File: config.mk
export PLATFORM = sky130hd
export DESIGN_NAME = ctrl_varredura_matriz
export DESIGN_NICKNAME = d
export VERILOG_FILES = /design/src/rtl/ctrl_varredura_matriz_pkg.sv /design/src/rtl/ctrl_varredura_matriz_contador_slot.sv /design/src/rtl/ctrl_varredura_matriz.sv
export SDC_FILE = /design/constraint.sdc
export NUM_CORES = 1
export LEC_CHECK = 0
export CAP_MARGIN = 15
export CORE_MARGIN = 5
export CORE_UTILIZATION = 52
export DETAILED_ROUTE_END_ITERATION = 7
export PLACE_DENSITY = 0.86
export SETUP_SLACK_MARGIN = 0.5
export SYNTH_ARGS = -nofsm -noshare
export SYNTH_HDL_FRONTEND = slang
export SYNTH_SLANG_ARGS = --single-unit
File: constraint.sdc
create_clock -name i_clk -period 3.3 [get_ports i_clk]
set_clock_uncertainty 0.2 [all_clocks]
set_input_delay 0.66 -clock i_clk [delete_from_list [all_inputs] [get_ports i_clk]]
set_output_delay 0.66 -clock i_clk [all_outputs]
set_load 0.005 [all_outputs]
File: src/rtl/ctrl_varredura_matriz_pkg.sv
// Shared types and constants for the 7x5 LED matrix row-scan controller.
// Latency: n/a (declarations only).
// Backpressure: n/a (declarations only).
package pkg_matriz;

  typedef enum logic [1:0] {
    IDLE    = 2'd0,
    BLANK   = 2'd1,
    ATIVO   = 2'd2,
    DESLOCA = 2'd3
  } estado_t;

  localparam int NUM_LINHAS  = 5;
  localparam int LARG_LINHA  = 3;
  localparam int LARG_COLUNA = 7;

  // Bits needed to hold the values 0..n-1, never less than one bit.
  function automatic int f_larg(input int n);
    return (n <= 2) ? 1 : $clog2(n);
  endfunction

endpackage

File: src/rtl/ctrl_varredura_matriz_contador_slot.sv
// Loadable down-counter timing the blank and active phases of a row slot.
// Latency: load takes effect next cycle; o_tc is combinational on the count.
// Backpressure: none; holds at zero until reloaded, counts only while i_en.
module contador_slot
  import pkg_matriz::*;
#(
  parameter int LARGURA = 8
) (
  input  logic               i_clk,
  input  logic               i_rst,
  input  logic               i_carga,
  input  logic [LARGURA-1:0] i_valor,
  input  logic               i_en,
  output logic               o_tc
);

  logic [LARGURA-1:0] r_cnt;

  // Load has priority; otherwise count down to zero and stick there.
  always_ff @(posedge i_clk or posedge i_rst) begin
    if (i_rst) begin
      r_cnt <= '0;
    end else if (i_carga) begin
      r_cnt <= i_valor;
    end else if (i_en && (r_cnt != '0)) begin
      r_cnt <= r_cnt - LARGURA'(1);
    end
  end

  // Terminal count: the last cycle of the loaded interval.
  assign o_tc = i_en && (r_cnt == '0);

endmodule

File: src/rtl/ctrl_varredura_matriz.sv
// Row-scan controller: blanks, drives each row in turn and requests scroll shifts.
// Latency: all outputs registered, they reflect the state entered at the last edge.
// Backpressure: desloca_req holds the scan until desloca_ack; no timeout.
module ctrl_varredura_matriz
  import pkg_matriz::*;
#(
  parameter int CLK_DIV          = 50000,
  parameter int BLANK_CYC        = 8,
  parameter int NUM_LINHAS       = pkg_matriz::NUM_LINHAS,
  parameter int FRAMES_POR_PASSO = 20,
  parameter int MSG_LEN          = 16
) (
  input  logic                          i_clk,
  input  logic                          i_rst,
  input  logic                          i_en,
  input  logic                          i_modo,
  input  logic                          i_desloca_ack,
  output logic [LARG_LINHA-1:0]         o_sel,
  output logic [NUM_LINHAS-1:0]         o_linha_onehot,
  output logic                          o_linha_en,
  output logic                          o_desloca_req,
  output logic [f_larg(MSG_LEN)-1:0]    o_offset,
  output logic                          o_fim_quadro,
  output logic                          o_busy
);

  localparam int LARG_OFF    = f_larg(MSG_LEN);
  localparam int LARG_CNT    = f_larg(CLK_DIV);
  localparam int LARG_QUADRO = f_larg(FRAMES_POR_PASSO + 1);

  // Counter reloads are interval length minus one: it counts down to zero inclusive.
  localparam logic [LARG_CNT-1:0]    CARGA_BLANK   = LARG_CNT'(BLANK_CYC - 1);
  localparam logic [LARG_CNT-1:0]    CARGA_ATIVO   = LARG_CNT'(CLK_DIV - BLANK_CYC - 1);
  localparam logic [LARG_LINHA-1:0]  ULTIMA_LINHA  = LARG_LINHA'(NUM_LINHAS - 1);
  localparam logic [LARG_QUADRO-1:0] QUADROS_PASSO = LARG_QUADRO'(FRAMES_POR_PASSO);
  localparam logic [LARG_OFF-1:0]    ULTIMO_OFF    = LARG_OFF'(MSG_LEN - 1);

  estado_t                r_estado;
  logic [LARG_LINHA-1:0]  r_linha;
  logic [LARG_QUADRO-1:0] r_quadro;
  logic [LARG_OFF-1:0]    r_offset;

  logic [LARG_LINHA-1:0]  r_sel;
  logic [NUM_LINHAS-1:0]  r_onehot;
  logic                   r_linha_en;
  logic                   r_req;
  logic                   r_fim;
  logic                   r_busy;

  estado_t                w_prox_estado;
  logic [LARG_LINHA-1:0]  w_prox_linha;
  logic [LARG_QUADRO-1:0] w_prox_quadro;
  logic [LARG_QUADRO-1:0] w_quadro_inc;
  logic [LARG_OFF-1:0]    w_prox_offset;
  logic                   w_prox_fim;
  logic                   w_carga;
  logic [LARG_CNT-1:0]    w_valor;
  logic                   w_cnt_en;
  logic                   w_tc;

  assign w_cnt_en     = (r_estado == BLANK) || (r_estado == ATIVO);
  assign w_quadro_inc = r_quadro + LARG_QUADRO'(1);

  contador_slot #(
    .LARGURA (LARG_CNT)
  ) u_contador_slot (
    .i_clk   (i_clk),
    .i_rst   (i_rst),
    .i_carga (w_carga),
    .i_valor (w_valor),
    .i_en    (w_cnt_en),
    .o_tc    (w_tc)
  );

  // State, row, frame and offset registers.
  always_ff @(posedge i_clk or posedge i_rst) begin
    if (i_rst) begin
      r_estado <= IDLE;
      r_linha  <= '0;
      r_quadro <= '0;
      r_offset <= '0;
    end else begin
      r_estado <= w_prox_estado;
      r_linha  <= w_prox_linha;
      r_quadro <= w_prox_quadro;
      r_offset <= w_prox_offset;
    end
  end

  // Next-state logic; dropping en wins over a slot end in BLANK/ATIVO.
  always_comb begin
    w_prox_estado = r_estado;
    w_prox_linha  = r_linha;
    w_prox_quadro = r_quadro;
    w_prox_offset = r_offset;
    w_prox_fim    = 1'b0;
    w_carga       = 1'b0;
    w_valor       = CARGA_BLANK;
    unique case (r_estado)
      IDLE: begin
        if (i_en) begin
          w_prox_estado = BLANK;
          w_prox_linha  = '0;
          w_carga       = 1'b1;
        end
      end
      BLANK, ATIVO: begin
        if (!i_en) begin
          w_prox_estado = IDLE;
          w_prox_linha  = '0;
          w_prox_quadro = '0;
          w_carga       = 1'b1;
          w_valor       = '0;
        end else if (w_tc && (r_estado == BLANK)) begin
          w_prox_estado = ATIVO;
          w_carga       = 1'b1;
          w_valor       = CARGA_ATIVO;
        end else if (w_tc) begin
          w_carga = 1'b1;
          if (r_linha < ULTIMA_LINHA) begin
            w_prox_linha  = r_linha + LARG_LINHA'(1);
            w_prox_estado = BLANK;
          end else begin
            w_prox_linha  = '0;
            w_prox_fim    = 1'b1;
            w_prox_estado = BLANK;
            if (!i_modo) begin
              w_prox_quadro = '0;
            end else if (w_quadro_inc == QUADROS_PASSO) begin
              w_prox_quadro = '0;
              w_prox_estado = DESLOCA;
            end else begin
              w_prox_quadro = w_quadro_inc;
            end
          end
        end
      end
      DESLOCA: begin
        if (i_desloca_ack) begin
          w_prox_offset = (r_offset == ULTIMO_OFF) ? '0 : r_offset + LARG_OFF'(1);
          w_prox_linha  = '0;
          w_carga       = 1'b1;
          if (i_en) begin
            w_prox_estado = BLANK;
          end else begin
            w_prox_estado = IDLE;
            w_prox_quadro = '0;
            w_valor       = '0;
          end
        end
      end
      default: w_prox_estado = IDLE;
    endcase
  end

  // Output registers, driven from the state being entered so they align with it.
  always_ff @(posedge i_clk or posedge i_rst) begin
    if (i_rst) begin
      r_sel      <= '0;
      r_onehot   <= '0;
      r_linha_en <= 1'b0;
      r_req      <= 1'b0;
      r_fim      <= 1'b0;
      r_busy     <= 1'b0;
    end else begin
      r_sel      <= ((w_prox_estado == BLANK) || (w_prox_estado == ATIVO)) ? w_prox_linha : '0;
      r_onehot   <= (w_prox_estado == ATIVO) ? (NUM_LINHAS'(1) << w_prox_linha) : '0;
      r_linha_en <= (w_prox_estado == ATIVO);
      r_req      <= (w_prox_estado == DESLOCA);
      r_fim      <= w_prox_fim;
      r_busy     <= (w_prox_estado != IDLE);
    end
  end

  assign o_sel          = r_sel;
  assign o_linha_onehot = r_onehot;
  assign o_linha_en     = r_linha_en;
  assign o_desloca_req  = r_req;
  assign o_offset       = r_offset;
  assign o_fim_quadro   = r_fim;
  assign o_busy         = r_busy;

endmodule

==> flow_summary_export.csv <==
group,metric,value,unit
outcome,outcome,"finished, final reports clean",
yosys,synthCells,249,
yosys,synth-edff-count,0,
placement,place_area,0.00283,sq mm
critical_path,timing_worst_setup_path_type,"flop to flop",
clock_tree,clockBufferDepth,2,
final_layout,antenna_cells,0,
placement,port_buffers,20,
sta,slew_viol_final,0,
sta,rsz0062_at_grt,"true",
power,power.leakage,1.36,nW
grt,overflow,0,
yosys,synth.top_cell.area_share,42.3,%
clock_tree,root_buffer,"clkbuf_8",
grt,grt_usage,21.9,%
power,power.density,826,mW/mm^2
yosys,synthArstFlopShare,100,%
critical_path,r2r_slack,0.37,ns
grt,grt_max_degree,43,
grt,met2_usage,36.5,%
die,initial_core_util,52.9,%
placement,hpwlAfterDp,4180,microns
clock_tree,cts.sinks,42,
critical_path,end_kind,"flop",
power,switchingPower,1.13,mW
die,boundaryPins,21,
clock_tree,postCtsHoldBufs,0,
detailed_routing,detail-route-antenna-nets,0,
sta,setup_viol,0,
die,core,0.00469,sq mm
grt,grt_pass1_vias,2246,
detailed_routing,wl_per_cell,18.5,microns
placement,gp_congestion,0.927,
power,intPower,1.56,mW
power,irDropWorstVdd,0.443,mV
clock_tree,cts_tree,"built",
sta,slew_headroom,55.6,%
critical_path,required,3.29,ns
grt,met1_usage,27.6,%
power,pwr-share-clk,15.4,%
detailed_routing,via_count,2220,
sta,setup-tns-final,0,ns
critical_path,cp_max_fo,4,
clock_tree,clk_latency,0.31,ns
yosys,ys_seq_elements,42,
detailed_routing,dr.pass1.iters,4,
yosys,syn_avg_cell_area,9.97,sq um
critical_path,cp.arrival,2.93,ns
yosys,ys_warn_count,0,
die,std_cell_rows,25,
final_layout,layout.nets,321,
clock_tree,path_clk_slew,0.09,ns
clock_tree,cts_htree_levels,2,
grt,busiest_layer,"met2",
detailed_routing,routed_via_density,6.17,
die,die_h,79.1,microns
hold_path,min_path_type,"flop to flop",
final_layout,syn_to_final_growth,31.2,%
final_layout,drive_above_1_share,26.8,%
sta,fmax,0.341,GHz
grt,met3_usage,6.12,%
clock_tree,cts_buffers,5,
sta,hold_viol_final,0,
critical_path,worstSetupStartpointType,"flop",
sta,worst_pin_slew,0.664,ns
grt,grt_pass1_wl,10700,microns
yosys,yosysSeqAreaShare,42.3,%
detailed_routing,drt_iter0_drc,224,
yosys,synth_nets,265,
detailed_routing,drt_wl_total,6660,microns
sta,fin_crit_sh,88.8,%
power,power_frac_comb,54.4,%
die,dieArea,0.00626,sq mm
yosys,synth.area.top_cells,"dfrtp_1, ha_1, a21oi_1",
power,p_sw_share,42.0,%
sta,period_needed,2.93,ns
detailed_routing,remaining_drc_errors,0,
grt,antenna_found_initial,0,
yosys,synth-main-ff-cell,"dfrtp_1",
power,seqPwrFrac,30.2,%
yosys,synth_top_area_cell,"dfrtp_1",
yosys,yosysUniqueCellTypes,54,
yosys,synth_area,0.00248,sq mm
run,max_cap_viol_count,0,
die,die_x,79.1,microns
final_layout,post-route-cell-area,0.00326,sq mm
-- kinds of logic after synthesis --
| logic type | Yosys count | synth area share (%) |
|---|---|---|
| buf+inv | 21 | 3.78 |
| flops | 42 | 42.3 |
| fa+ha+maj | 11 | 5.54 |
| mux | 4 | 1.71 |
| xor+xnor | 11 | 3.88 |
| simple gates | 99 | 24.8 |
| compound gates | 61 | 17.9 |
-- synth_stat cells (4+ instances only) --
cell / n
dfrtp_1: 42
a21oi_1: 16
nand2_1: 15
inv_1: 13
nor2_1: 13
nand3_1: 12
nor3_1: 12
o21ai_0: 12
ha_1: 11
xnor2_1: 9
nand2b_1: 6
o21a_1: 6
nand4_1: 5
nor2b_1: 4
nor3b_1: 4
o22a_1: 4
-- final cells by class --
| type | instances | area, sq um |
|---|---|---|
| inverters | 13 | 51.3 |
| clock buffers | 6 | 72.6 |
| clock inverters | 2 | 37.5 |
| repair buffers | 57 | 482 |
| fillers | 312 | 1430 |
| multi-input cells | 186 | 1490 |
| flip-flops and latches | 42 | 1050 |
| well taps | 54 | 67.6 |
-- state kept, by name, indices dropped and copies added, names as in the netlist --
name and flops:
u_contador_slot.r_cnt 16, o_linha_onehot 5, r_quadro 5, o_offset 4, o_sel 3, r_linha 3
r_estado 2, o_busy 1, o_desloca_req 1, o_fim_quadro 1, o_linha_en 1
-- what timing repair did --
| action | CTS | global route |
|---|---|---|
| gates resized for setup | 20 | 7 |
| endpoints found under the setup margin | 6 | 8 |
| pin swaps | 8 | 2 |
| buffers inserted | 14 | 9 |
-- final timing paths --
path                                               start                        to  depth (start not counted)
worst min-delay path                         o_offset[3]               o_offset[3]                          1
min in group asynchronous                          i_rst               o_offset[1]                          3
worst min register to register               o_offset[3]               o_offset[3]                          1
worst max register to register  u_contador_slot.r_cnt[1]         o_linha_onehot[3]                         11
worst max-delay path            u_contador_slot.r_cnt[1]         o_linha_onehot[3]                         11
max in group asynchronous                          i_rst  u_contador_slot.r_cnt[2]                          3
-- power groups by stage --
stage | clock [mW] | sequential (mW) | combinational (mW)
after floorplan | 0 | 0.768 | 0.907
after global placement | 0 | 0.794 | 1.12
after detailed placement | 0 | 0.805 | 1.17
after CTS | 0.415 | 0.804 | 1.35
after global routing | 0.440 | 0.832 | 1.58
final | 0.415 | 0.813 | 1.46
-- layout by cell type (no fill, tap or decap), types with 6 or more instances in the layout --
cell type,instances
clkdlybuf4s50_1,20
ha_1,7
o21a_1,6
inv_1,10
a21oi_1,15
buf_4,36
o21ai_0,10
dfrtp_1,40
nand2_1,15
nor2_1,13
nand3_1,12
nand2b_1,6
nor3_1,12
xnor2_1,9
-- worst max-delay path, cell delays in order (launching register included) --
cell and delay, ns:
dfrtp_1 0.40, inv_2 0.09, ha_4 0.16, or3b_4 0.40, nor4_4 0.33, mux2_4 0.35
o21ai_4 0.06, o21ai_2 0.10, ha_4 0.19, buf_4 0.14, a31oi_4 0.19, and3b_1 0.20
-- layer usage --
metal | vias up | routed length [microns]
met2 | 77 | 3420
met4 | 0 | 177
met3 | 20 | 360
met5 | - | 0
met1 | 1102 | 2700
li1 | 1021 | -
-- stage by stage --
stage,hold WS [ns],utilization (%),total power [mW],std cells,setup slack [ns]
after CTS,0.326,67.1,2.57,351,0.436
after global placement,0.290,60.3,1.92,329,0.166
after global routing,0.356,69.4,2.86,360,0.256
after detailed placement,0.311,60.3,1.97,329,0.0288
after floorplan,0.275,-,1.68,249,0.334
final,0.333,69.4,2.69,360,0.368
Note: power is estimated with default switching activity, not from simulation.
